## src/rtl/handshake_pipeline.sv

```systemverilog
// D-stage valid/ready pipeline (bypass, forward-registered or skid slices) with occupancy count.
// Latency D cycles; backpressure: MODE 1 ready ripples combinationally, MODE 2 ready is registered per stage.
module handshake_pipeline #(
  parameter int W    = 32,
  parameter int D    = 2,
  parameter int MODE = 2,
  localparam int CW  = (D < 1) ? 1 : $clog2(2 * D + 1)
) (
  input  logic          clk,
  input  logic          rst_n,
  input  logic          s_valid,
  output logic          s_ready,
  input  logic [W-1:0]  s_data,
  output logic          m_valid,
  input  logic          m_ready,
  output logic [W-1:0]  m_data,
  output logic [CW-1:0] occupancy
);

  typedef enum logic [1:0] {S_EMPTY, S_BUSY, S_FULL} state_t;

  generate
    if (D == 0 || MODE == 0) begin : g_bypass
      logic unused_clk_rst;
      assign unused_clk_rst = clk ^ rst_n;
      assign s_ready   = m_ready;
      assign m_valid   = s_valid;
      assign m_data    = s_data;
      assign occupancy = '0;
    end else begin : g_pipe
      logic [D-1:0]  vld_q;
      logic [W-1:0]  dat_q [D];
      logic [D-1:0]  in_vld;
      logic [D-1:0]  in_rdy;
      logic [D-1:0]  out_rdy;
      logic [D-1:0]  in_hs;
      logic [D-1:0]  out_hs;
      logic [W-1:0]  in_dat [D];
      logic [CW-1:0] occ_q;
      logic [CW-1:0] occ_d;
      logic          s_hs;
      logic          m_hs;

      for (genvar i = 0; i < D; i++) begin : g_link
        if (i == 0) begin : g_head
          assign in_vld[i] = s_valid;
          assign in_dat[i] = s_data;
        end else begin : g_mid
          assign in_vld[i] = vld_q[i-1];
          assign in_dat[i] = dat_q[i-1];
        end
        if (i == D - 1) begin : g_tail
          assign out_rdy[i] = m_ready;
        end else begin : g_next
          assign out_rdy[i] = in_rdy[i+1];
        end
      end

      assign in_hs  = in_vld & in_rdy;
      assign out_hs = vld_q & out_rdy;

      assign s_ready   = in_rdy[0];
      assign m_valid   = vld_q[D-1];
      assign m_data    = dat_q[D-1];
      assign occupancy = occ_q;

      assign s_hs = s_valid & s_ready;
      assign m_hs = m_valid & m_ready;

      always_comb begin
        occ_d = occ_q;
        if (s_hs && !m_hs) begin
          occ_d = occ_q + CW'(1);
        end else if (!s_hs && m_hs) begin
          occ_d = occ_q - CW'(1);
        end
      end

      always_ff @(posedge clk or negedge rst_n) begin
        if (!rst_n) begin
          occ_q <= '0;
        end else begin
          occ_q <= occ_d;
        end
      end

      if (MODE == 1) begin : g_fwd
        // Ready ripples back from m_ready through every stage that is holding a beat.
        always_comb begin : p_ready_chain
          logic r;
          in_rdy = '0;
          r      = m_ready;
          for (int i = D - 1; i >= 0; i--) begin
            r         = ~vld_q[i] | r;
            in_rdy[i] = r;
          end
        end

        always_ff @(posedge clk or negedge rst_n) begin
          if (!rst_n) begin
            vld_q <= '0;
            for (int i = 0; i < D; i++) begin
              dat_q[i] <= '0;
            end
          end else begin
            for (int i = 0; i < D; i++) begin
              if (in_hs[i]) begin
                dat_q[i] <= in_dat[i];
                vld_q[i] <= 1'b1;
              end else if (out_hs[i]) begin
                vld_q[i] <= 1'b0;
              end
            end
          end
        end
      end else begin : g_skid
        state_t       st_q   [D];
        logic [W-1:0] skid_q [D];
        logic [D-1:0] rdy_q;

        assign in_rdy = rdy_q;

        // rdy_q tracks "next state is not FULL", so it is low through reset and rises one edge later.
        always_ff @(posedge clk or negedge rst_n) begin
          if (!rst_n) begin
            vld_q <= '0;
            rdy_q <= '0;
            for (int i = 0; i < D; i++) begin
              st_q[i]   <= S_EMPTY;
              dat_q[i]  <= '0;
              skid_q[i] <= '0;
            end
          end else begin
            for (int i = 0; i < D; i++) begin
              case (st_q[i])
                S_EMPTY: begin
                  rdy_q[i] <= 1'b1;
                  if (in_hs[i]) begin
                    st_q[i]  <= S_BUSY;
                    dat_q[i] <= in_dat[i];
                    vld_q[i] <= 1'b1;
                  end
                end
                S_BUSY: begin
                  if (in_hs[i] && out_hs[i]) begin
                    dat_q[i] <= in_dat[i];
                  end else if (in_hs[i]) begin
                    st_q[i]   <= S_FULL;
                    skid_q[i] <= in_dat[i];
                    rdy_q[i]  <= 1'b0;
                  end else if (out_hs[i]) begin
                    st_q[i]  <= S_EMPTY;
                    vld_q[i] <= 1'b0;
                  end
                end
                S_FULL: begin
                  if (out_hs[i]) begin
                    st_q[i]  <= S_BUSY;
                    dat_q[i] <= skid_q[i];
                    rdy_q[i] <= 1'b1;
                  end
                end
                default: begin
                  st_q[i]  <= S_EMPTY;
                  vld_q[i] <= 1'b0;
                  rdy_q[i] <= 1'b1;
                end
              endcase
            end
          end
        end
      end
    end
  endgenerate

endmodule

```

## config.mk

```make
export PLATFORM = sky130hd
export DESIGN_NAME = handshake_pipeline
export DESIGN_NICKNAME = d
export VERILOG_FILES = /design/src/rtl/handshake_pipeline.sv
export SDC_FILE = /design/constraint.sdc
export NUM_CORES = 1
export LEC_CHECK = 0
export BUFFER_PORTS_ARGS = -buffer_cell sky130_fd_sc_hd__buf_4
export CELL_PAD_IN_SITES_DETAIL_PLACEMENT = 1
export CELL_PAD_IN_SITES_GLOBAL_PLACEMENT = 2
export CORE_ASPECT_RATIO = 1.75
export CORE_MARGIN = 2
export CORE_UTILIZATION = 39
export CTS_BUF_LIST = sky130_fd_sc_hd__clkbuf_16
export CTS_CLUSTER_DIAMETER = 120
export DETAILED_ROUTE_END_ITERATION = 8
export PLACE_DENSITY_LB_ADDON = 0.12
export SLEW_MARGIN = 20
export SYNTH_ARGS = -nofsm -noshare
export SYNTH_HDL_FRONTEND = slang
export SYNTH_SLANG_ARGS = --single-unit
```

## constraint.sdc

```tcl
create_clock -name clk -period 1.9 [get_ports clk]
set_input_delay 0.19 -clock clk [delete_from_list [all_inputs] [get_ports clk]]
set_output_delay 0.19 -clock clk [all_outputs]
set_load 0.05 [all_outputs]
```

==> results.toml <==
[yosys]
seq_area_frac_synth_pct = 56.1
synth_area_um2 = 6200
synth_cells = 505
syn_nets = 543
yosys_warnings = 0
syn_avg_cell_area_um2 = 12.3
ys_top_cells_by_area = "dfrtp_1 (56%), mux2_2 (23%), nand2_1 (4.5%), buf_4 (4.4%), a31oi_1 (3.4%)"
ys_types = 28
yosysTopAreaCell = "dfrtp_1"
synth_seq_cells = 139
synth_top_cell_area_share_pct = 56.1

[worst_setup_path]
cp-endpoint = "g_pipe.dat_q[39]"
r2r_slack_ns = 0.12
critical_path_required_ns = 2.19
critical_path_arrival_ns = 2.07
crit_fanout = 26
end_kind = "flip-flop"
worstSetupPathType = "reg -> reg"
critPathLaunch = "g_pipe.g_skid.st_q[3]"
timing.rr.end = "g_pipe.dat_q[39]"
reg2regPathDepth = 5
cp-start-kind = "flip-flop"
reg2reg_from = "g_pipe.g_skid.st_q[3]"

[global_route]
grt_pass1_wl_um = 22700
antenna_found_initial = 0
track_usage_pct = 17.4
grt_max_degree = 65
grt_pass1_vias = 4407
grt_overflow = 0

[pwr]
leakage_uw = 0.00356
powerDensity_nw_per_um2 = 907
ir_drop_uv = 631

[timing]
period_needed_ns = 1.78
worst_pin_slew_ns = 0.555
drv_slew = 0
fin_tns_setup_ns = 0
setup_slack_ns = 0.125
period_share_pct = 93.4
finalSetupViolCount = 0
timing.hold.ws_ns = 0.0172
final_hold_viol_count = 0
slew_headroom_pct = 62.9
clock_skew_ns = 0.0133
clock.fmax_mhz = 563
rsz0062_at_grt = "no"

[clocking]
cts_resized = 0
clock-root-buffer = "clkbuf_16"
cts_buffers = 17
clkTransAtPathRegs_ns = 0.06
cts_buffer_depth = 2
htreeDepth = 4
cts.sinks = 139
cts_tree = "yes"
insertion_delay_ns = 0.41

[finish]
regArea_um2 = 3480
area_growth_pct = 20.7
nFillCells = 1640
layout-drive-gt1-share_pct = 45.1
final_nets = 597
multi_input_area_um2 = 2340
diodes = 0

[routing]
drc = 0
antenna_left = 0
post_drt_wl_per_cell_um = 17.9
detail_route.iter0.violations = 85
vias_per_cell = 5.11
routed_wl_um = 13600
first_pass_iters = 4
routed-via-count = 3890

[placed_design]
finalWeightedCongestion = 0.746
dpl.hpwl_um = 8810
place_worst_setup_slack_ns = 0.115
portBuffers = 72

[die]
die_h_um = 171
start_util_pct = 39.4
dieArea_um2 = 17000
core_um2 = 15700
die_x_um = 99.3
num_io_pins = 73
num_rows = 61

[flow_run]
max-cap-violations = 0

[status]
status = "complete, no violations"

[min_path]
min_path_type = "in -> reg"
[worst max-delay path: stages (launching register included)]
cell and delay [ns]:
dfrtp_1 0.44, nor2b_4 0.17, o21bai_1 0.20, a31oi_4 0.24, buf_12 0.23, mux2_2 0.35
[power breakdown]
group	internal, uW	leakage, uW	switching [uW]
Sequential	3000	0.00175	34.3
Combinational	158	0.00153	251
Clock	2060	0.000283	1280
[how the worst min path moves through the flow]
stage | start | end | slack (ns) | cells after the start
final | s_data[28] | g_pipe.g_skid.skid_q[60] | 0.02 | 2
after global routing | s_data[28] | g_pipe.g_skid.skid_q[60] | 0.004 | 2
after CTS | s_data[28] | g_pipe.g_skid.skid_q[60] | 0.0003 | 2
after detailed placement | rst_n | g_pipe.g_skid.skid_q[9] | 0.14 | 1
after global placement | rst_n | g_pipe.g_skid.skid_q[9] | 0.14 | 1
after floorplan | rst_n | g_pipe.dat_q[32] | -0.11 | 0
[layout make-up]
type	instances	share of cell area (%)
Sequential cell	139	46.5
Multi-Input combinational cell	303	31.2
Timing Repair Buffer	94	10.9
Clock buffer	17	5.68
Tap cell	189	3.16
Clock inverter	15	2.31
Inverter	4	0.201
[synthesized netlist by cell type (all sizes together)]
library cell and count:
o21ai 2, nor2 39, nor3 1, ha 1, mux2 129, dfrtp 139
o21a 1, o21bai 1, fa 1, nand2b 1, a21boi 1, a31oi 35
nor2b 2, xor2 3, buf 48, nand3 4, a21oi 1, o22ai 2
xnor2 1, nand2 77, inv 4, o32ai 1, clkbuf 11
[metrics by stage]
step	std cells	instance area [um^2]	total power, uW	util [%]
floorplan	505	6200	3270	-
global placement	726	6860	3490	43.6
detailed placement	726	6860	3500	43.6
CTS	761	7490	6900	47.6
global route	761	7490	7050	47.6
finish	761	7490	6790	47.6
[cell families (layout without fill, tap and decap cells)]
| logic type | Yosys count | count (layout) | synth area share [%] |
|---|---|---|---|
| flops | 139 | 139 | 56.1 |
| mux | 129 | 129 | 23.4 |
| simple gates | 124 | 124 | 7.81 |
| buf+inv | 63 | 130 | 6.54 |
| compound gates | 44 | 44 | 5.03 |
| xor+xnor | 4 | 4 | 0.565 |
| fa+ha+maj | 2 | 2 | 0.525 |
[sequential cells by signal (all words and copies together) (netlist names)]
name and flops:
g_pipe.dat_q 32, g_pipe.g_skid.rdy_q 2, g_pipe.g_skid.skid_q 64, g_pipe.g_skid.st_q 4
g_pipe.vld_q 2, m_data 32, occupancy 3
[timing repair]
action | CTS | global route
setup buffers | 0 | 0
endpoints found under the hold margin | 40 | 0
hold buffers | 3 | 0
[cells in the final DEF, fill, tap and decap left out, types with 5 or more instances in the layout]
cell and n:
nand2_1 75, mux2_2 126, nor2_1 39, dfrtp_1 137, inv_1 5, a31oi_1 34
clkinvlp_4 5, buf_4 82, buf_12 8, clkbuf_16 17
[layer usage]
layer,global-route usage (%),vias to the layer above,wire [um]
met4,5.36,0,176
met1,19.7,1997,5450
met2,31.8,68,7530
met3,4.62,13,484
li1,-,1812,-
met5,0,-,0
(Power assumes the default switching activity.)
